`config.mk`:
```
export PLATFORM = sky130hd
export DESIGN_NAME = tiny8_mem_ctrl
export DESIGN_NICKNAME = d
export VERILOG_FILES = /design/src/rtl/tiny8_mem_ctrl.sv
export SDC_FILE = /design/constraint.sdc
export NUM_CORES = 1
export LEC_CHECK = 0
export CAP_MARGIN = 10
export CORE_MARGIN = 2
export CORE_UTILIZATION = 25
export DETAILED_ROUTE_END_ITERATION = 7
export PLACE_DENSITY = 0.56
export SYNTH_ARGS = -nofsm -noshare
export SYNTH_HDL_FRONTEND = slang
export SYNTH_SLANG_ARGS = --single-unit
export TNS_END_PERCENT = 10
```
`constraint.sdc`:
```
create_clock -name clk -period 3.2 [get_ports clk]
set_input_delay 0.48 -clock clk [delete_from_list [all_inputs] [get_ports clk]]
set_output_delay 0.48 -clock clk [all_outputs]
set_load 0.02 [all_outputs]
```
`src/rtl/tiny8_mem_ctrl.sv`:
```
// tiny8 memory controller: one request at a time, WAIT_STATES idle cycles,
// then a single access to a 1-cycle-latency synchronous SRAM and a one-cycle mem_resp.
module tiny8_mem_ctrl #(
  parameter int WAIT_STATES = 2
) (
  input  logic       clk,
  input  logic       rst,
  input  logic       mem_read,
  input  logic       mem_write,
  input  logic [7:0] mem_address,
  input  logic [7:0] mem_wdata,
  output logic [7:0] mem_rdata,
  output logic       mem_resp,
  output logic       mem_err,
  output logic       sram_cs,
  output logic       sram_we,
  output logic [7:0] sram_addr,
  output logic [7:0] sram_wdata,
  input  logic [7:0] sram_rdata
);

  typedef enum logic [2:0] {
    IDLE,
    WAIT,
    ACCESS,
    CAPTURE,
    RESP
  } state_t;

  // Only used when WAIT_STATES > 0, so the wrap at zero never matters.
  localparam logic [3:0] WAIT_INIT = 4'(WAIT_STATES - 1);

  state_t     state, state_nxt;
  logic [3:0] cnt, cnt_nxt;
  logic       op_write;
  logic [7:0] addr_q, wdata_q;
  logic       req;

  assign req = mem_read | mem_write;

  // NOTE: sequential state uses non-blocking assignments so every register
  // samples the pre-edge values, independent of statement order.
  always_ff @(posedge clk) begin
    if (rst) begin
      state     <= IDLE;
      cnt       <= 4'd0;
      op_write  <= 1'b0;
      addr_q    <= 8'h00;
      wdata_q   <= 8'h00;
      mem_rdata <= 8'h00;
      mem_err   <= 1'b0;
    end else begin
      state <= state_nxt;
      cnt   <= cnt_nxt;
      if (state == IDLE && req) begin
        // Write wins a simultaneous request; the conflict is remembered until reset.
        op_write <= mem_write;
        addr_q   <= mem_address;
        wdata_q  <= mem_wdata;
        if (mem_read && mem_write) mem_err <= 1'b1;
      end
      if (state == CAPTURE && !op_write) mem_rdata <= sram_rdata;
    end
  end

  // NOTE: every signal assigned here gets a default first, so no path can
  // leave it unassigned and infer a latch.
  always_comb begin
    state_nxt = state;
    cnt_nxt   = cnt;
    sram_cs   = 1'b0;
    sram_we   = 1'b0;
    mem_resp  = 1'b0;
    unique case (state)
      IDLE: begin
        if (req) begin
          if (WAIT_STATES > 0) begin
            state_nxt = WAIT;
            cnt_nxt   = WAIT_INIT;
          end else begin
            state_nxt = ACCESS;
          end
        end
      end
      WAIT: begin
        if (cnt == 4'd0) state_nxt = ACCESS;
        else             cnt_nxt   = cnt - 4'd1;
      end
      ACCESS: begin
        sram_cs   = 1'b1;
        sram_we   = op_write;
        state_nxt = CAPTURE;
      end
      CAPTURE: state_nxt = RESP;
      RESP: begin
        mem_resp  = 1'b1;
        state_nxt = IDLE;
      end
      default: state_nxt = IDLE;
    endcase
  end

  assign sram_addr  = addr_q;
  assign sram_wdata = wdata_q;

endmodule

```
== Word level (Yosys, flattened, before mapping) ==
Index checks and enable logic that the tools add are counted.

* Bits of input ports: 28
* Register bits after elaboration: 33

* Reductions and logical operators: 10
* Eq/ne operators: 7
* Bitwise logic cells: 1
* Add/subtract/negate cells: 1
* Muxes and demuxes: 9

{| class="wikitable"
|+ Operators with widths
! kind !! number
|-
| case mux 3 bit (4 select lines) || 1
|-
| 2-to-1 mux 4 bit || 2
|-
| case mux 4 bit (2 select lines) || 1
|-
| == test 3 x 2 -> 1 bit (second input constant) || 2
|-
| 2-to-1 mux 3 bit || 2
|-
| inequality test 2 bit (second input constant) || 3
|-
| zero test 4 bit || 1
|-
| AND reduction 2 bit || 2
|-
| subtractor 4 x 1 -> 4 bit (second input constant) || 1
|-
| == test 3 x 1 -> 1 bit (second input constant) || 1
|-
| == test 3 bit (second input constant) || 1
|-
| logical AND 1 bit || 3
|-
| zero test 3 bit || 1
|-
| 2-to-1 mux 1 bit || 3
|-
| AND reduction 3 bit || 1
|-
| nonzero test 2 bit || 1
|-
| zero test 1 bit || 1
|-
| OR 1 bit || 1
|}

== Longest topological paths before layout ==
* Depth in word-level cells: 3
* Gate-level depth with buffers: 6

== Worst setup path before layout ==
Ideal clock, no wire load.

* Kind: register to output
* Start: reg state[2]
* End: out mem_resp
* Setup slack: 1.668 ns
* Data required time: 2.720 ns
* Path buffers: 1
* Data arrival time: 1.052 ns
* Cell stages (with the launch flop): 3
* Cells stage by stage: dfxtp_1 > buf_2 > nor3b_1

* Longest elaborated chain between the ends: 2

{| class="wikitable"
|+ RTL lines
! item !! RTL line !! RTL
|-
| start, declared || 33 || <nowiki>state_t state, state_nxt;</nowiki>
|-
| start signal, assigned || 53 || <nowiki>state <= state_nxt;</nowiki>
|-
| == test 3 bit || 74 || <nowiki>unique case (state)</nowiki>
|-
| 2-to-1 mux 1 bit || 74 ||
|-
| end, declared || 13 || <nowiki>output logic mem_resp,</nowiki>
|}

No other way between the ends.

== Worst setup path after layout ==
Same ends and word-level chain as after synthesis.

==> impl_metrics.sql <==
INSERT INTO impl_metrics (metric_group, metric, value, unit) VALUES
('routing', 'detail_route.wl_per_cell', '12.9', 'um'),
('power_and_ir_drop', 'power_leakage', '0.734', 'nW'),
('logic_synthesis', 'synth_top_family_by_area', 'simple AND/OR/NAND/NOR gates', ''),
('timing', 'postLayoutSetupSlackWorst', '0.972', 'ns'),
('critical_path', 'cp-end-kind', 'primary output', ''),
('floorplan', 'core-area', '5510', 'um2'),
('routing', 'drc', '0', ''),
('global_routing', 'maximum_number_of_pins_on_one_net_before_global_route_repair', '26', ''),
('layout', 'num_antenna_cells', '0', ''),
('clock_network', 'cts_made_buffers', '5', ''),
('place', 'hpwlAfterDp', '2490', 'um'),
('timing', 'worst_pin_slew', '0.906', 'ns'),
('logic_synthesis', 'synth-compound-area-share', '18.3', '%'),
('timing', 'final_hold_viol_count', '0', ''),
('timing', 'timing.final.crit_share', '69.6', '%'),
('floorplan', 'die_height', '79.6', 'um'),
('layout', 'num-nets-final', '234', ''),
('layout', 'drive_above_1_share', '8.74', '%'),
('logic_synthesis', 'area_share_of_and_or_nand_nor_cells_after_synthesis', '19.2', '%'),
('logic_synthesis', 'synthDominantCellAreaShare', '46.2', '%'),
('layout', 'flow.area_growth_from_synthesis', '46.8', '%'),
('clock_network', 'cts.root.buffer_cell', 'sky130_fd_sc_hd__clkbuf_8', ''),
('clock_network', 'cts_max_path_buffers', '2', ''),
('logic_synthesis', 'synth_top_area_cell', 'sky130_fd_sc_hd__dfxtp_1', ''),
('timing', 'worst_skew', '0.0117', 'ns'),
('logic_synthesis', 'synth_flop_cell', 'sky130_fd_sc_hd__dfxtp_1', ''),
('clock_network', 'post_cts.resized_instances', '0', ''),
('routing', 'routed_wl', '3570', 'um'),
('floorplan', 'placementRows', '27', ''),
('place', 'port-buffer-count', '55', ''),
('routing', 'avgViaCountPerCell', '4.62', ''),
('floorplan', 'dieArea', '6340', 'um2'),
('global_routing', 'gr-usage-all-layers', '12.0', '%'),
('power_and_ir_drop', 'pwr_density_cell', '616', 'nW/um2'),
('global_routing', 'grt_pass1_wl', '5850', 'um'),
('layout', 'finalCoreUtilization', '38.1', '%'),
('logic_synthesis', 'synth.mux.area_fraction', '6.30', '%'),
('floorplan', 'dieWidth', '79.6', 'um'),
('critical_path', 'cp_max_fo', '10', ''),
('global_routing', 'grt_overflow', '0', ''),
('run', 'timing.max_cap.violations', '0', ''),
('timing', 'report.final.setup_viol', '0', ''),
('critical_path', 'cp_data_required_time', '2.72', 'ns'),
('power_and_ir_drop', 'power.ir.vdd_worst', '0.000311', 'V'),
('timing', 'drv_slew', '0', ''),
('place', 'detailedPlace.worstSlack', '1.12', 'ns'),
('clock_network', 'tritoncts', 'yes', ''),
('run_status', 'status', 'finished, final reports clean', ''),
('logic_synthesis', 'synth_fa_ha_area_share', '0.876', '%'),
('min_path', 'min-delay-path-class', 'reg -> reg', ''),
('clock_network', 'tritoncts_num_sinks', '33', ''),
('timing', 'period_minus_ws_final', '2.23', 'ns'),
('critical_path', 'crit_path_start_kind', 'flip-flop', ''),
('routing', 'detail_route.first_pass.iterations', '4', ''),
('timing', 'grt_setup_unrepaired', 'false', ''),
('clock_network', 'post_cts_hold_buffer_count', '0', ''),
('critical_path', 'arrival', '1.75', 'ns'),
('timing', 'max_slew_margin', '39.4', '%'),
('routing', 'drt_iter0_markers', '104', ''),
('logic_synthesis', 'synth_seq_area_share', '46.2', '%'),
('routing', 'routed-via-count', '1284', ''),
('global_routing', 'first_global_vias', '1213', ''),
('layout', 'finish.instance_area', '2100', 'um2'),
('timing', 'totalNegativeSetupSlack', '0', 'ns'),
('clock_network', 'path_clk_slew', '0.07', 'ns'),
('logic_synthesis', 'post_synth.cell_area_avg', '9.22', 'um2'),
('timing', 'achievable-frequency', '449', 'MHz'),
('place', 'gpl.final_weighted_congestion', '0.734', ''),
('logic_synthesis', 'post_synth_instance_area', '1430', 'um2'),
('clock_network', 'postCtsSetupBuffers', '0', ''),
('logic_synthesis', 'netlist_instances', '155', '');
## critical path, stage by stage, from the launching register on
cell and delay, ns:
sky130_fd_sc_hd__dfxtp_1 0.59, sky130_fd_sc_hd__nor3b_1 0.25, sky130_fd_sc_hd__clkdlybuf4s50_1 0.63
## area by class of cell
| type | count | area (um2) |
|---|---|---|
| Sequential cell | 33 | 661 |
| Inverter | 5 | 18.8 |
| Multi-Input combinational cell | 103 | 647 |
| Fill cell | 555 | 3410 |
| Clock buffer | 7 | 86.3 |
| Clock inverter | 1 | 30.0 |
| Timing Repair Buffer | 57 | 566 |
| Tap cell | 72 | 90.1 |
## layer usage
| layer | GRT usage, % | part of all wire (%) | vias up | wire, um |
|---|---|---|---|---|
| li1 | - | - | 649 | - |
| met1 | 15.9 | 46 | 587 | 1650 |
| met2 | 17.1 | 45 | 44 | 1590 |
| met3 | 4.75 | 7.5 | 4 | 269 |
| met4 | 5.17 | 1.7 | 0 | 60 |
| met5 | 0 | 0 | - | 0 |
## synth_stat cells (2+ instances only)
master / n
sky130_fd_sc_hd__buf_2: 4
sky130_fd_sc_hd__a21oi_1: 19
sky130_fd_sc_hd__nand2_1: 3
sky130_fd_sc_hd__nand3_1: 17
sky130_fd_sc_hd__o21ai_2: 2
sky130_fd_sc_hd__inv_1: 5
sky130_fd_sc_hd__nor2_1: 12
sky130_fd_sc_hd__o21ai_0: 8
sky130_fd_sc_hd__clkbuf_1: 4
sky130_fd_sc_hd__nor3_1: 2
sky130_fd_sc_hd__o21ai_1: 8
sky130_fd_sc_hd__buf_6: 4
sky130_fd_sc_hd__dfxtp_1: 33
sky130_fd_sc_hd__a31oi_1: 2
sky130_fd_sc_hd__mux2i_1: 9
sky130_fd_sc_hd__nand2b_1: 2
## state kept, by name, indices dropped and copies added (netlist names)
name / count
op_write: 1
mem_err: 1
cnt: 4
state: 3
sram_addr: 8
sram_wdata: 8
mem_rdata: 8
## cells by family after synthesis
| group | count (synthesis) |
|---|---|
| simple gates | 47 |
| compound gates | 45 |
| flops | 33 |
| buf+inv | 19 |
| mux | 9 |
| xor+xnor | 1 |
| fa+ha+maj | 1 |
## cell usage in the layout (no fill, tap or decap), drive strengths merged, types with 2 or more instances in the layout
master         Yosys  final
a31oi              2      2
nor2              12     12
inv                5      5
a21oi             19     19
clkdlybuf4s50      0     55
mux2i              9      9
a2111oi            2      2
nand3             17     17
nor3               3      3
clkbuf             4      7
dfxtp             33     33
nand2b             2      2
nand2              3      3
buf               10      2
nor3b              2      2
o21ai             18     18
## final timing paths
kind / startpoint / end / slack (ns) / depth (start not counted)
worst max-delay path: state[2] / mem_resp / 0.97 / 2
worst min-delay path: sram_wdata[3] / sram_wdata[3] / 0.48 / 2
worst max register to register: state[1] / cnt[1] / 1.56 / 3
worst min register to register: sram_wdata[3] / sram_wdata[3] / 0.48 / 2
## power breakdown
group / internal [mW] / switching (mW) / total (mW)
registers: 0.462 / 0.0471 / 0.509
logic: 0.183 / 0.201 / 0.384
clock network: 0.254 / 0.145 / 0.399
## stage by stage
| stage | power [mW] | hold slack (ns) | cells |
|---|---|---|---|
| global route | 1.37 | 0.505 | 278 |
| detailed placement | 0.908 | 0.474 | 270 |
| floorplan | 0.791 | 0.448 | 155 |
| finish | 1.29 | 0.480 | 278 |
| CTS | 1.31 | 0.484 | 278 |
| global placement | 0.905 | 0.463 | 270 |
No activity file was read; power rests on OpenSTA's default activity.
==> edit, RTL diff (config.mk and constraints unchanged) <==
Register the input `sram_rdata` before use, cleared by the reset. The logic sees it one clock later. The other inputs are not delayed to match.
--- a/src/rtl/tiny8_mem_ctrl.sv
+++ b/src/rtl/tiny8_mem_ctrl.sv
@@ -32,2 +32,12 @@
 
+  logic [7:0] sram_rdata_q;
+
+  always_ff @(posedge clk) begin
+    if (rst) begin
+      sram_rdata_q <= '0;
+    end else begin
+      sram_rdata_q <= sram_rdata;
+    end
+  end
+
   state_t     state, state_nxt;
@@ -61,3 +71,3 @@
       end
-      if (state == CAPTURE && !op_write) mem_rdata <= sram_rdata;
+      if (state == CAPTURE && !op_write) mem_rdata <= sram_rdata_q;
     end
Function: changed (Yosys sat finds a counterexample within 10 cycles, from zero or initial values and one cycle with rst high).
==> edit against the original RTL <==
  * Wire length up 0.59%
  * Cell area up 9.5%
  * Die area up 12%
  * Worst setup slack worse by 0.18 ns
  * Largest cell class unchanged
  * Clock skew down 0.0073 ns
  * Sequential cell count up 8
  * Sequential share of layout area up 4.2 points
  * Area after synthesis up 13%
  * Power up 6.5%
==> edit: results (changes against the original RTL) <==
vias in the first global route=1292 (+6.5%); Crit Path Max Fanout=11 (+1); hold_sp=sram_rdata_q[7]; Total Wirelength=3590 microns (+0.59%); share of layout cells above drive strength 1=6.82% (-1.9 points); Vias/cell=4.60 (-0.49%); slowest cell on the critical path=dfxtp_1; clk_skew=0.00448 ns (-0.00726 ns); CP max stage delay=0.61 ns (-0.02 ns); Syn Nets=199 (+8.2%); status=complete, no violations; CP Data Arrival Time=1.92 ns (+0.17 ns); Post-synth top cells=41 x dfxtp_1, 20 x a21oi_1, 18 x o21ai_0, 16 x nand3_1, 12 x nor2_1; Layout Nets=248 (+6.0%); gr usage total=10.3% (-1.7 points); Reg2Reg Setup Slack=1.50 ns (-0.06 ns); DRT iter0 DRCs=62 (-40%); post-DP HPWL=2410 microns (-3.0%); routability cong.=0.682 (-7.1%); global-route wire length before repair=6090 microns (+4.1%); pin count of the biggest net entering global routing=27 (+3.8%); H-tree levels=2 (unchanged); Leak=0.802 nW (+9.2%); register area share after synthesis=50.9% (+4.7 points); end of the worst hold path=mem_rdata[7]; synth unique cells=35 (-5.4%); r2r startpoint=state[0]
==> edit: cell types whose count changed in the layout (fill, tap and decap cells not counted), moves of 2 or more <==
cell and change:
o21ai_1 -8, or3_1 +2, o21ai_0 +10, nor2b_1 +9, o21ai_2 -2, dfxtp_1 +8
==> edit: cells by family (layout without fill, tap and decap cells) <==
group | count (synthesis) | in the layout | share of synthesized area [%]
flops | 41 | 41 | 50.9
compound gates | 45 | 45 | 15.4
fa+ha+maj | 1 | 1 | 0.776
simple gates | 55 | 55 | 20.4
mux | 9 | 9 | 5.59
xor+xnor | 1 | 1 | 0.543
buf+inv | 18 | 68 | 6.44
==> edit: tightest hold or removal path, cell delays in order (launching register included) <==
cell and delay (ns):
dfxtp_1 0.31, mux2i_1 0.06, nor2_1 0.07
==> edit: where the power goes <==
part / total [mW] / switching, mW / leakage [nW] / internal [mW]
logic: 0.344 / 0.178 / 0.408 / 0.167
registers: 0.606 / 0.0436 / 0.337 / 0.562
clock network: 0.426 / 0.173 / 0.0574 / 0.254
==> edit: worst max-delay path by stage <==
stage	startpoint	endpoint	slack (ns)	cells past startpoint
finish	state[1]	sram_we	0.80	3
floorplan	state[0]	sram_we	1.35	3
global placement	rst	cnt[1]	1.04	4
global route	state[1]	sram_we	0.67	3
CTS	state[1]	sram_we	0.77	3
detailed placement	mem_write	sram_wdata[6]	1.03	4
==> edit: cell type report <==
class | instances | area [sq um]
fill | 647 | 3980
clock buffer | 6 | 82.6
sequential | 41 | 821
clock inverter | 2 | 37.5
multi-input combinational | 111 | 688
tap | 77 | 96.3
inverter | 4 | 15.0
timing repair buffer | 56 | 558
==> edit: routing by layer <==
layer	wire length [microns]	GRT usage, %
met4	0	2.20
met5	0	0
met3	269	3.74
met2	1690	17.0
met1	1640	13.0
==> edit: through the flow <==
| stage | power [mW] | hold WS (ns) | area [sq um] | cells |
|---|---|---|---|---|
| floorplan | 0.837 | 0.440 | 1610 | 170 |
| global placement | 0.966 | 0.447 | 2180 | 289 |
| detailed placement | 0.966 | 0.453 | 2180 | 289 |
| CTS | 1.40 | 0.478 | 2300 | 297 |
| global route | 1.47 | 0.503 | 2300 | 297 |
| finish | 1.38 | 0.468 | 2300 | 297 |
